## config.mk

```make
export PLATFORM = sky130hd
export DESIGN_NAME = mips_host_seq
export DESIGN_NICKNAME = d
export VERILOG_FILES = /design/src/rtl/mips_host_seq.sv
export SDC_FILE = /design/constraint.sdc
export NUM_CORES = 1
export LEC_CHECK = 0
export ABC_AREA = 1
export ABC_CLOCK_PERIOD_IN_PS = 1500
export BUFFER_PORTS_ARGS = -buffer_cell sky130_fd_sc_hd__buf_2
export CORE_MARGIN = 4
export CORE_UTILIZATION = 40
export CTS_CLUSTER_SIZE = 24
export DETAILED_ROUTE_END_ITERATION = 12
export PLACE_DENSITY = 0.73
export SLEW_MARGIN = 20
export SYNTH_ARGS = -nofsm -noshare
export SYNTH_HDL_FRONTEND = slang
export SYNTH_SLANG_ARGS = --single-unit
```

## constraint.sdc

```tcl
create_clock -name clk -period 1.5 [get_ports clk]
set_clock_uncertainty 0.2 [all_clocks]
set_input_delay 0.15 -clock clk [delete_from_list [all_inputs] [get_ports clk]]
set_output_delay 0.15 -clock clk [all_outputs]
set_load 0.005 [all_outputs]
```

## src/rtl/mips_host_seq.sv

```systemverilog
// mips_host_seq: host command sequencer for the MIPS processor/memory top.
// Loads instruction/data words, starts a run, reads data memory back.
module mips_host_seq #(
  parameter int WIDTH   = 32,
  parameter int TO_BITS = 16
) (
  input  logic             clk,
  input  logic             reset,
  input  logic             cmd_valid,
  output logic             cmd_ready,
  input  logic [1:0]       cmd_op,
  input  logic [WIDTH-1:0] cmd_adr,
  input  logic [WIDTH-1:0] cmd_wdata,
  output logic             rsp_valid,
  output logic [WIDTH-1:0] rsp_data,
  output logic             rsp_err,
  output logic             busy,
  output logic             mem_write_instr,
  output logic             mem_write_data,
  output logic             mem_read_data,
  output logic             mem_start,
  output logic [WIDTH-1:0] mem_instr_adr,
  output logic [WIDTH-1:0] mem_instr_in,
  output logic [WIDTH-1:0] mem_data_adr,
  output logic [WIDTH-1:0] mem_data_in,
  input  logic             mem_done,
  input  logic [WIDTH-1:0] mem_data_out
);

  typedef enum logic [2:0] {
    IDLE, WINSTR, WDATA, START, RUN, RDADR, RDCAP, RSP
  } state_e;

  localparam logic [TO_BITS-1:0] CNT_ONE = TO_BITS'(1);
  // Last RUN cycle index before the counter reaches all-ones.
  localparam logic [TO_BITS-1:0] TO_LAST = {{(TO_BITS-1){1'b1}}, 1'b0};

  state_e             state_q;
  logic [TO_BITS-1:0] cnt_q;
  logic [TO_BITS-1:0] cnt_d;
  logic               started_q;
  logic               rsp_valid_q;
  logic               rsp_err_q;
  logic [WIDTH-1:0]   rsp_data_q;
  logic               wi_q;
  logic               wd_q;
  logic               rd_q;
  logic               st_q;
  logic [WIDTH-1:0]   iadr_q;
  logic [WIDTH-1:0]   idat_q;
  logic [WIDTH-1:0]   dadr_q;
  logic [WIDTH-1:0]   ddat_q;

  assign cnt_d = cnt_q + CNT_ONE;

  always_ff @(posedge clk) begin
    if (reset) begin
      state_q     <= IDLE;
      cnt_q       <= '0;
      started_q   <= 1'b0;
      rsp_valid_q <= 1'b0;
      rsp_err_q   <= 1'b0;
      rsp_data_q  <= '0;
      wi_q        <= 1'b0;
      wd_q        <= 1'b0;
      rd_q        <= 1'b0;
      st_q        <= 1'b0;
      iadr_q      <= '0;
      idat_q      <= '0;
      dadr_q      <= '0;
      ddat_q      <= '0;
    end else begin
      wi_q        <= 1'b0;
      wd_q        <= 1'b0;
      rd_q        <= 1'b0;
      st_q        <= 1'b0;
      rsp_valid_q <= 1'b0;
      unique case (state_q)
        IDLE: if (cmd_valid) begin
          // Default is a rejection; permitted ops override below.
          state_q     <= RSP;
          rsp_valid_q <= 1'b1;
          rsp_err_q   <= 1'b1;
          rsp_data_q  <= '0;
          unique case (cmd_op)
            2'b00: if (mem_done || !started_q) begin
              state_q     <= WINSTR;
              rsp_valid_q <= 1'b0;
              rsp_err_q   <= 1'b0;
              wi_q        <= 1'b1;
              iadr_q      <= cmd_adr;
              idat_q      <= cmd_wdata;
            end
            2'b01: if (mem_done) begin
              state_q     <= WDATA;
              rsp_valid_q <= 1'b0;
              rsp_err_q   <= 1'b0;
              wd_q        <= 1'b1;
              dadr_q      <= cmd_adr;
              ddat_q      <= cmd_wdata;
            end
            2'b10: begin
              state_q     <= START;
              rsp_valid_q <= 1'b0;
              rsp_err_q   <= 1'b0;
              st_q        <= 1'b1;
              started_q   <= 1'b1;
              cnt_q       <= '0;
            end
            2'b11: if (mem_done) begin
              state_q     <= RDADR;
              rsp_valid_q <= 1'b0;
              rsp_err_q   <= 1'b0;
              rd_q        <= 1'b1;
              dadr_q      <= cmd_adr;
            end
          endcase
        end
        WINSTR, WDATA: begin
          state_q     <= RSP;
          rsp_valid_q <= 1'b1;
        end
        START: begin
          state_q <= RUN;
          cnt_q   <= '0;
        end
        RUN: begin
          cnt_q <= cnt_d;
          // Done seen in the first RUN cycle may be left over from the last run.
          if (mem_done && cnt_q != '0) begin
            state_q     <= RSP;
            rsp_valid_q <= 1'b1;
            rsp_err_q   <= 1'b0;
          end else if (cnt_q == TO_LAST) begin
            state_q     <= RSP;
            rsp_valid_q <= 1'b1;
            rsp_err_q   <= 1'b1;
          end
        end
        RDADR: state_q <= RDCAP;
        RDCAP: begin
          state_q     <= RSP;
          rsp_valid_q <= 1'b1;
          rsp_data_q  <= mem_data_out;
        end
        RSP: state_q <= IDLE;
      endcase
    end
  end

  assign cmd_ready       = (state_q == IDLE);
  assign busy            = (state_q != IDLE);
  assign rsp_valid       = rsp_valid_q;
  assign rsp_err         = rsp_err_q;
  assign rsp_data        = rsp_data_q;
  assign mem_write_instr = wi_q;
  assign mem_write_data  = wd_q;
  assign mem_read_data   = rd_q;
  assign mem_start       = st_q;
  assign mem_instr_adr   = iadr_q;
  assign mem_instr_in    = idat_q;
  assign mem_data_adr    = dadr_q;
  assign mem_data_in     = ddat_q;

endmodule

```

==> implementation parameters, run 1 <==
Parameter                              Value

Critical path
  Largest stage delay on the critical path ... 330 ps
  Critical path type ... reg2reg
  End of the worst register-to-register path ... mem_instr_in[13]$_SDFFE_PP0P_
  R2R Path Start ... state_q[0]$_SDFFE_PP0P_
  Cell occurring most often along the worst timing path ... inv_4
  Largest fanout of any net on the critical path ... 27
  Crit. End Element ... flip-flop
  Reg2Reg Depth ... 12
  Reg-to-reg slack, setup ... -350 ps
  Required time of the critical path ... 1620 ps
  Top cell family by delay on the critical path ... simple AND/OR/NAND/NOR gates
  Buffers plus inverters on the worst setup path ... 6
  Cell breakdown of the critical path ... inv_2 > nand2_4 > nor2_8 > inv_4 > nor2_8 > inv_4 > nor2_4 > buf_12 > inv_4 > buf_12 > nor2_1 > nor2_1
  Kind of launch point of the worst setup path ... flip-flop
  Data arrival time of the worst path ... 1980 ps
  Slowest cell on the critical path ... dfxtp_2

Clock network
  Largest buffer count on any clock path ... 2
  Clock latency at the later pin of the worst-skew pair ... 430 ps
  Clock Sinks ... 186
  Cell chosen for the clock root ... clkbuf_16
  TritonCTS buffer count ... 17
  H-Tree Level Count ... 4
  CTS clk-pin slew, worst paths ... 70 ps
  TritonCTS clock tree ... done

Yosys
  Cell Area, Synth ... 0.00716 sq mm
  Share of cell area taken by muxes after synthesis ... 0
  Main combinational cell family by area after synthesis ... simple AND/OR/NAND/NOR gates
  Seq cells post-synth ... 186
  Fraction of the mapped netlist area in adder cells ... 0.00524
  Most used DFF post-synth ... dfxtp_1
  Area share of xor/xnor cells in the synthesized design ... 0.00122
  Post-synthesis share of cell area spent on and, or, nand and nor gates ... 0.267
  Post-synthesis average cell area ... 7.72 sq um
  Count of synthesis-stage warnings from yosys ... 0
  Net count of the mapped netlist ... 1032
  Post-synth ARST share ... 0
  Post-synth EDFFs ... 0
  Share of synthesized area occupied by flip-flops and latches ... 0.520
  Synthesized-area fraction occupied by ao, oa, aoi and oai cells ... 0.137
  Cells after Synth ... 927
  Number of distinct standard cells referenced by the synthesized netlist ... 31

Timing
  Achievable clock frequency ... 539 MHz
  Hold violation total from the final report ... 0
  Worst hold slack ... 109 ps
  Worst slew slack as a fraction of its limit ... 0.671
  Min setup slack post-route ... -354 ps
  Final Max Tran Viols ... 0
  Setup repair after global routing missed its margin ... true
  Final critical-path share of the clock period ... 1.24
  Transition time at the pin with the least slew margin ... 493 ps
  Endpoints failing setup ... 188
  Period minus WS final ... 1850 ps

Floorplan
  Die outline width ... 142 um
  Rows ... 48
  Total core area ... 0.0174 sq mm
  Initial Util ... 0.411
  Die H ... 142 um
  Total I/O pin count ... 270
  Die area ... 0.0201 sq mm

Placed design
  Number of buffers added on ports ... 269
  Pre-CTS setup slack ... -268 ps
  Final weighted congestion in routability-driven placement ... 0.872
  Final HPWL DP ... 15700 um
  Placed Area ... 0.00907 sq mm

Finish
  Share of layout cells above drive strength 1 ... 0.402
  Finished layout cell area ... 0.0119 sq mm
  Area growth syn-to-layout ... 66.9%
  Most frequent standard cell in the layout excluding fill and tap cells ... buf_2
  # nets final ... 1475
  Total inserted antenna cells ... 0
  Util after Layout ... 0.686
  Highest-count cells in the layout ignoring fill and taps ... buf_2 (268), nor2_1 (244), dfxtp_1 (176)

Worst hold path
  Tightest Hold Check Type ... in2reg
  Worst hold path stage count ... 3
  Hold worst-path end ... rsp_data[15]$_SDFFE_PP0P_
  Startpoint of the lowest-slack hold path ... reset

Pwr
  Maximum vdd ir drop ... 0.864 mV
  Power density over the cells ... 1310 mW/mm^2
  Leakage Power ... 5.55 nW

Job
  Number of maximum-capacitance violations ... 0

Route
  Post-detailed-route DRC marker count ... 0
  First-pass detailed-route iteration total ... 8
  Detailed-route via count ... 8562
  Average vias per placed instance ... 5.33
  Antenna violation net count after detailed routing ... 0
  Final wirelength ... 29400 um
  Number of DRC markers in iteration 0 ... 747
  Average routed wire per standard cell ... 18.3 um

GRT
  Wire length of the first global-routing pass ... 40900 um
  Initial antenna violation count ... 0
  GR Util All Layers ... 0.250
  Number of global-route vias before repair ... 8183
  Pin count of the biggest net entering global routing ... 65
  Remaining global-route overflow ... 0

Run status
  Violations in the final reports ... setup timing
  Outcome ... complete, but fails checks
cell families (layout without fill, tap and decap cells):
kind of cell / after synthesis / after routing
AOI/OAI and AO/OA: 191 / 191
buffers and inverters: 96 / 550
DFF: 186 / 186
and+or+nand+nor: 450 / 450
adders and majority gates: 3 / 3
xor gates and xnor gates: 1 / 1
worst min-delay path, stage by stage:
cell	delay [ps]
buf_2	110
buf_4	280
a21oi_2	150
registers in the layout, indices dropped and copies added (netlist names), 3 cells and up:
register	count
mem_instr_adr	32
mem_data_in	32
state_q	3
mem_instr_in	32
rsp_data	32
cnt_q	16
mem_data_adr	32
per-layer routing:
metal | part of all wire | GRT usage
met1 | 0.39 | 0.303
met3 | 0.076 | 0.0492
met4 | 0.050 | 0.137
met2 | 0.49 | 0.415
met5 | 0 | 0
timing repair:
| item | in CTS | in global routing |
|---|---|---|
| hold buffers | 102 | 0 |
| cloned | 5 | 12 |
| pin swaps | 6 | 34 |
| hold endpoints to repair | 168 | 0 |
| endpoints found under the setup margin | 182 | 187 |
| buffers inserted | 17 | 19 |
| resized for setup | 86 | 158 |
worst max-delay path by stage:
stage | from | endpoint | slack (ps) | depth (start not counted)
floorplan | state_q[1]$_SDFFE_PP0P_ | mem_instr_adr[0]$_SDFFE_PP0P_ | -200 | 13
global placement | state_q[1]$_SDFFE_PP0P_ | mem_data_adr[8]$_SDFFE_PP0P_ | -240 | 11
detailed placement | state_q[1]$_SDFFE_PP0P_ | mem_data_adr[18]$_SDFFE_PP0P_ | -270 | 10
CTS | state_q[0]$_SDFFE_PP0P_ | mem_data_adr[11]$_SDFFE_PP0P_ | -230 | 11
global route | state_q[0]$_SDFFE_PP0P_ | mem_instr_in[13]$_SDFFE_PP0P_ | -420 | 12
finish | state_q[0]$_SDFFE_PP0P_ | mem_instr_in[13]$_SDFFE_PP0P_ | -350 | 12
power by group:
group	internal [mW]	switching, mW	total [mW]
Combinational	2.44	2.74	5.18
Sequential	5.43	0.321	5.75
Clock	2.69	2.02	4.71
Yosys cell counts, types with 2 or more instances:
cell type	n	share of area
nor3_1	7	0.0049
buf_4	4	0.0042
inv_1	28	0.015
nand3_1	47	0.033
clkbuf_1	35	0.018
buf_6	14	0.022
nor2_4	2	0.0031
a21oi_1	44	0.031
o21ai_0	93	0.065
a31oi_1	2	0.0017
o22ai_1	2	0.0017
nand4_1	37	0.032
ha_1	3	0.0052
nor2_1	292	0.15
dfxtp_1	186	0.52
buf_2	10	0.0070
a211oi_1	2	0.0021
o21ai_1	44	0.031
inv_2	4	0.0021
nor2_8	2	0.0056
nand2_1	59	0.031
final cells by class:
cell class	count	area, sq um
inverter	33	153
fill	1286	5470
clock buffer	19	443
sequential	186	3740
multi-input combinational	645	3410
tap	225	282
timing repair buffer	487	3750
clock inverter	11	159
metrics by stage:
| step | TNS [ps] | cells | power [mW] |
|---|---|---|---|
| floorplan | -18530 | 927 | 7.60 |
| global placement | -27980 | 1429 | 8.95 |
| global route | -59650 | 1606 | 16.2 |
| finish | -45740 | 1606 | 15.6 |
| detailed placement | -34430 | 1429 | 9.00 |
| CTS | -24340 | 1582 | 14.5 |
Note: power is estimated with default switching activity, not from simulation.
==> run 2, diff against run 1 <==
RECOVER_POWER = 100   (was default)
==> implementation parameters, run 2 (synthesis results as in run 1) <==
Parameter                              Value

Run status
  Outcome ... complete, but fails checks
  Violations in the final reports ... setup timing

Critical path
  Cell breakdown of the critical path ... inv_2 > nand2_4 > nor2_8 > inv_4 > nor2_8 > inv_4 > nor2_4 > buf_12 > inv_4 > buf_12 > nor2_1 > nor2_1
  Largest fanout of any net on the critical path ... 27 (unchanged)
  Largest stage delay on the critical path ... 330 ps (about the same)
  Data arrival time of the worst path ... 1970 ps (about the same)
  Slowest cell on the critical path ... dfxtp_2
  Crit. End Element ... flip-flop
  Required time of the critical path ... 1620 ps (about the same)
  Cell occurring most often along the worst timing path ... inv_4
  Kind of launch point of the worst setup path ... flip-flop
  Critical path type ... reg2reg

Route
  Number of DRC markers in iteration 0 ... 692 (-7.4%)
  Average routed wire per standard cell ... 18.3 um (+0.18%)
  Final wirelength ... 29400 um (+0.18%)
  Antenna violation net count after detailed routing ... 0 (unchanged)
  Detailed-route via count ... 8639 (+0.90%)
  Post-detailed-route DRC marker count ... 0 (unchanged)
  Average vias per placed instance ... 5.38 (+0.90%)
  First-pass detailed-route iteration total ... 5 (-3)

Timing
  Setup repair after global routing missed its margin ... true
  Worst slew slack as a fraction of its limit ... 0.668 (-0.00285)
  Hold violation total from the final report ... 0 (unchanged)
  Period minus WS final ... 1850 ps (-9.12 ps)
  Endpoints failing setup ... 188 (unchanged)
  Final Max Tran Viols ... 0 (unchanged)
  Post-route setup TNS ... -45480 ps (+261 ps)
  Achievable clock frequency ... 542 MHz (+0.49%)
  Final critical-path share of the clock period ... 1.23 (-0.00608)
  Transition time at the pin with the least slew margin ... 498 ps (+4.27 ps)
  Min setup slack post-route ... -345 ps (+9.12 ps)

GRT
  Met1 Track Usage GR ... 0.303 (unchanged)
  Busiest grt layer ... met2
  Wire length of the first global-routing pass ... 40900 um (unchanged)
  Number of global-route vias before repair ... 8183 (unchanged)
  GR Util All Layers ... 0.250 (unchanged)
  Met2 layer usage reported by global route ... 0.415 (unchanged)
  Remaining global-route overflow ... 0 (unchanged)
  Pin count of the biggest net entering global routing ... 65 (unchanged)
  Met3 global-route usage ... 0.0492 (unchanged)
  Initial antenna violation count ... 0 (unchanged)

Placed design
  Pre-CTS setup slack ... -268 ps (unchanged)
  Final HPWL DP ... 15700 um (unchanged)
  Final weighted congestion in routability-driven placement ... 0.872 (unchanged)
  Number of buffers added on ports ... 269 (unchanged)

Floorplan
  Die outline width ... 142 um (unchanged)
  Total I/O pin count ... 270 (unchanged)
  Die area ... 0.0201 sq mm (unchanged)
  Die H ... 142 um (unchanged)
  Rows ... 48 (unchanged)
  Total core area ... 0.0174 sq mm (unchanged)
  Initial Util ... 0.411 (unchanged)

Clock network
  TritonCTS buffer count ... 17 (unchanged)
  H-Tree Level Count ... 4 (unchanged)
  TritonCTS clock tree ... done
  CTS clk-pin slew, worst paths ... 70 ps (about the same)
  Largest buffer count on any clock path ... 2 (unchanged)
  Clock Sinks ... 186 (unchanged)
  Cell chosen for the clock root ... clkbuf_16
  Clock latency at the later pin of the worst-skew pair ... 420 ps (about the same)

Worst hold path
  Tightest Hold Check Type ... in2reg

Job
  Number of maximum-capacitance violations ... 0 (unchanged)

Pwr
  Maximum vdd ir drop ... 0.863 mV (about the same)
  Leakage Power ... 5.02 nW (-9.6%)
  Power density over the cells ... 1320 mW/mm^2 (+0.93%)

Finish
  Share of layout cells above drive strength 1 ... 0.312 (-0.0898)
  Most frequent standard cell in the layout excluding fill and tap cells ... nor2_1
  Area growth syn-to-layout ... 64.7%
  Total inserted antenna cells ... 0 (unchanged)
  Multi-input gate area ... 0.00341 sq mm (unchanged)
  Number of fillers in the final layout ... 1370 (+6.5%)
  Highest-count cells in the layout ignoring fill and taps ... nor2_1 (244), dfxtp_1 (176), buf_2 (144)
  # nets final ... 1475 (unchanged)
  Flip-flop and latch area ... 0.00374 sq mm (unchanged)
==> run 2: changes by cell type in the layout (fill, tap and decap cells not counted), sizes merged <==
cell | previous run | this run
buf | 377 | 253
clkbuf | 27 | 151
==> run 2: worst paths after layout <==
kind                                                start                       endpoint  slack [ps]  cells after the start
worst max-delay path              state_q[0]$_SDFFE_PP0P_  mem_instr_in[13]$_SDFFE_PP0P_        -350                     12
worst min-delay path                                reset     mem_write_instr$_SDFF_PP0_         110                      3
worst max register to register    state_q[0]$_SDFFE_PP0P_  mem_instr_in[13]$_SDFFE_PP0P_        -350                     12
worst min register to register  rsp_data[15]$_SDFFE_PP0P_      rsp_data[15]$_SDFFE_PP0P_         270                      2
==> run 2: stage by stage <==
stage	instances	power, mW	util	hold WS [ps]	area (sq um)
2_1_floorplan	927	7.60	-	29.3	7200
3_3_place_gp	1429	8.95	0.521	189	9070
3_5_place_dp	1429	9.00	0.521	193	9070
4_1_cts	1582	14.5	0.641	59.1	11200
5_1_grt	1606	16.2	0.677	119	11800
6_report	1606	15.6	0.677	111	11800
==> run 2: critical path: cells and delay by family (launching register included) <==
| family | cells | cell delay [ps] |
|---|---|---|
| buf+inv | 6 | 530 |
| flops | 1 | 330 |
| simple gates | 6 | 670 |
==> run 2: final cells by class <==
class / count / area share
clock buffer: 19 / 0.0376
clock inverter: 11 / 0.0135
inverter: 33 / 0.0129
multi-input combinational: 645 / 0.290
sequential: 186 / 0.317
tap: 225 / 0.0239
timing repair buffer: 487 / 0.305
==> run 2: per-layer routing <==
metal	part of all wire	vias up
met3	0.079	160
li1	-	3963
met5	0	-
met4	0.053	0
met2	0.48	532
met1	0.38	3984
==> run 2: timing repair <==
item,4_1_cts,5_1_grt
pin swaps,6,34
hold buffers,102,0
setup endpoints to repair,182,187
hold endpoints to repair,168,0
resized for setup,86,158
setup buffers,17,19
gates cloned,5,12
==> run 2: power by group <==
group | total, mW | internal, mW | switching, mW | leakage [nW]
clock network | 4.71 | 2.69 | 2.02 | 0.290
logic | 5.11 | 2.36 | 2.75 | 3.21
registers | 5.76 | 5.43 | 0.330 | 1.51
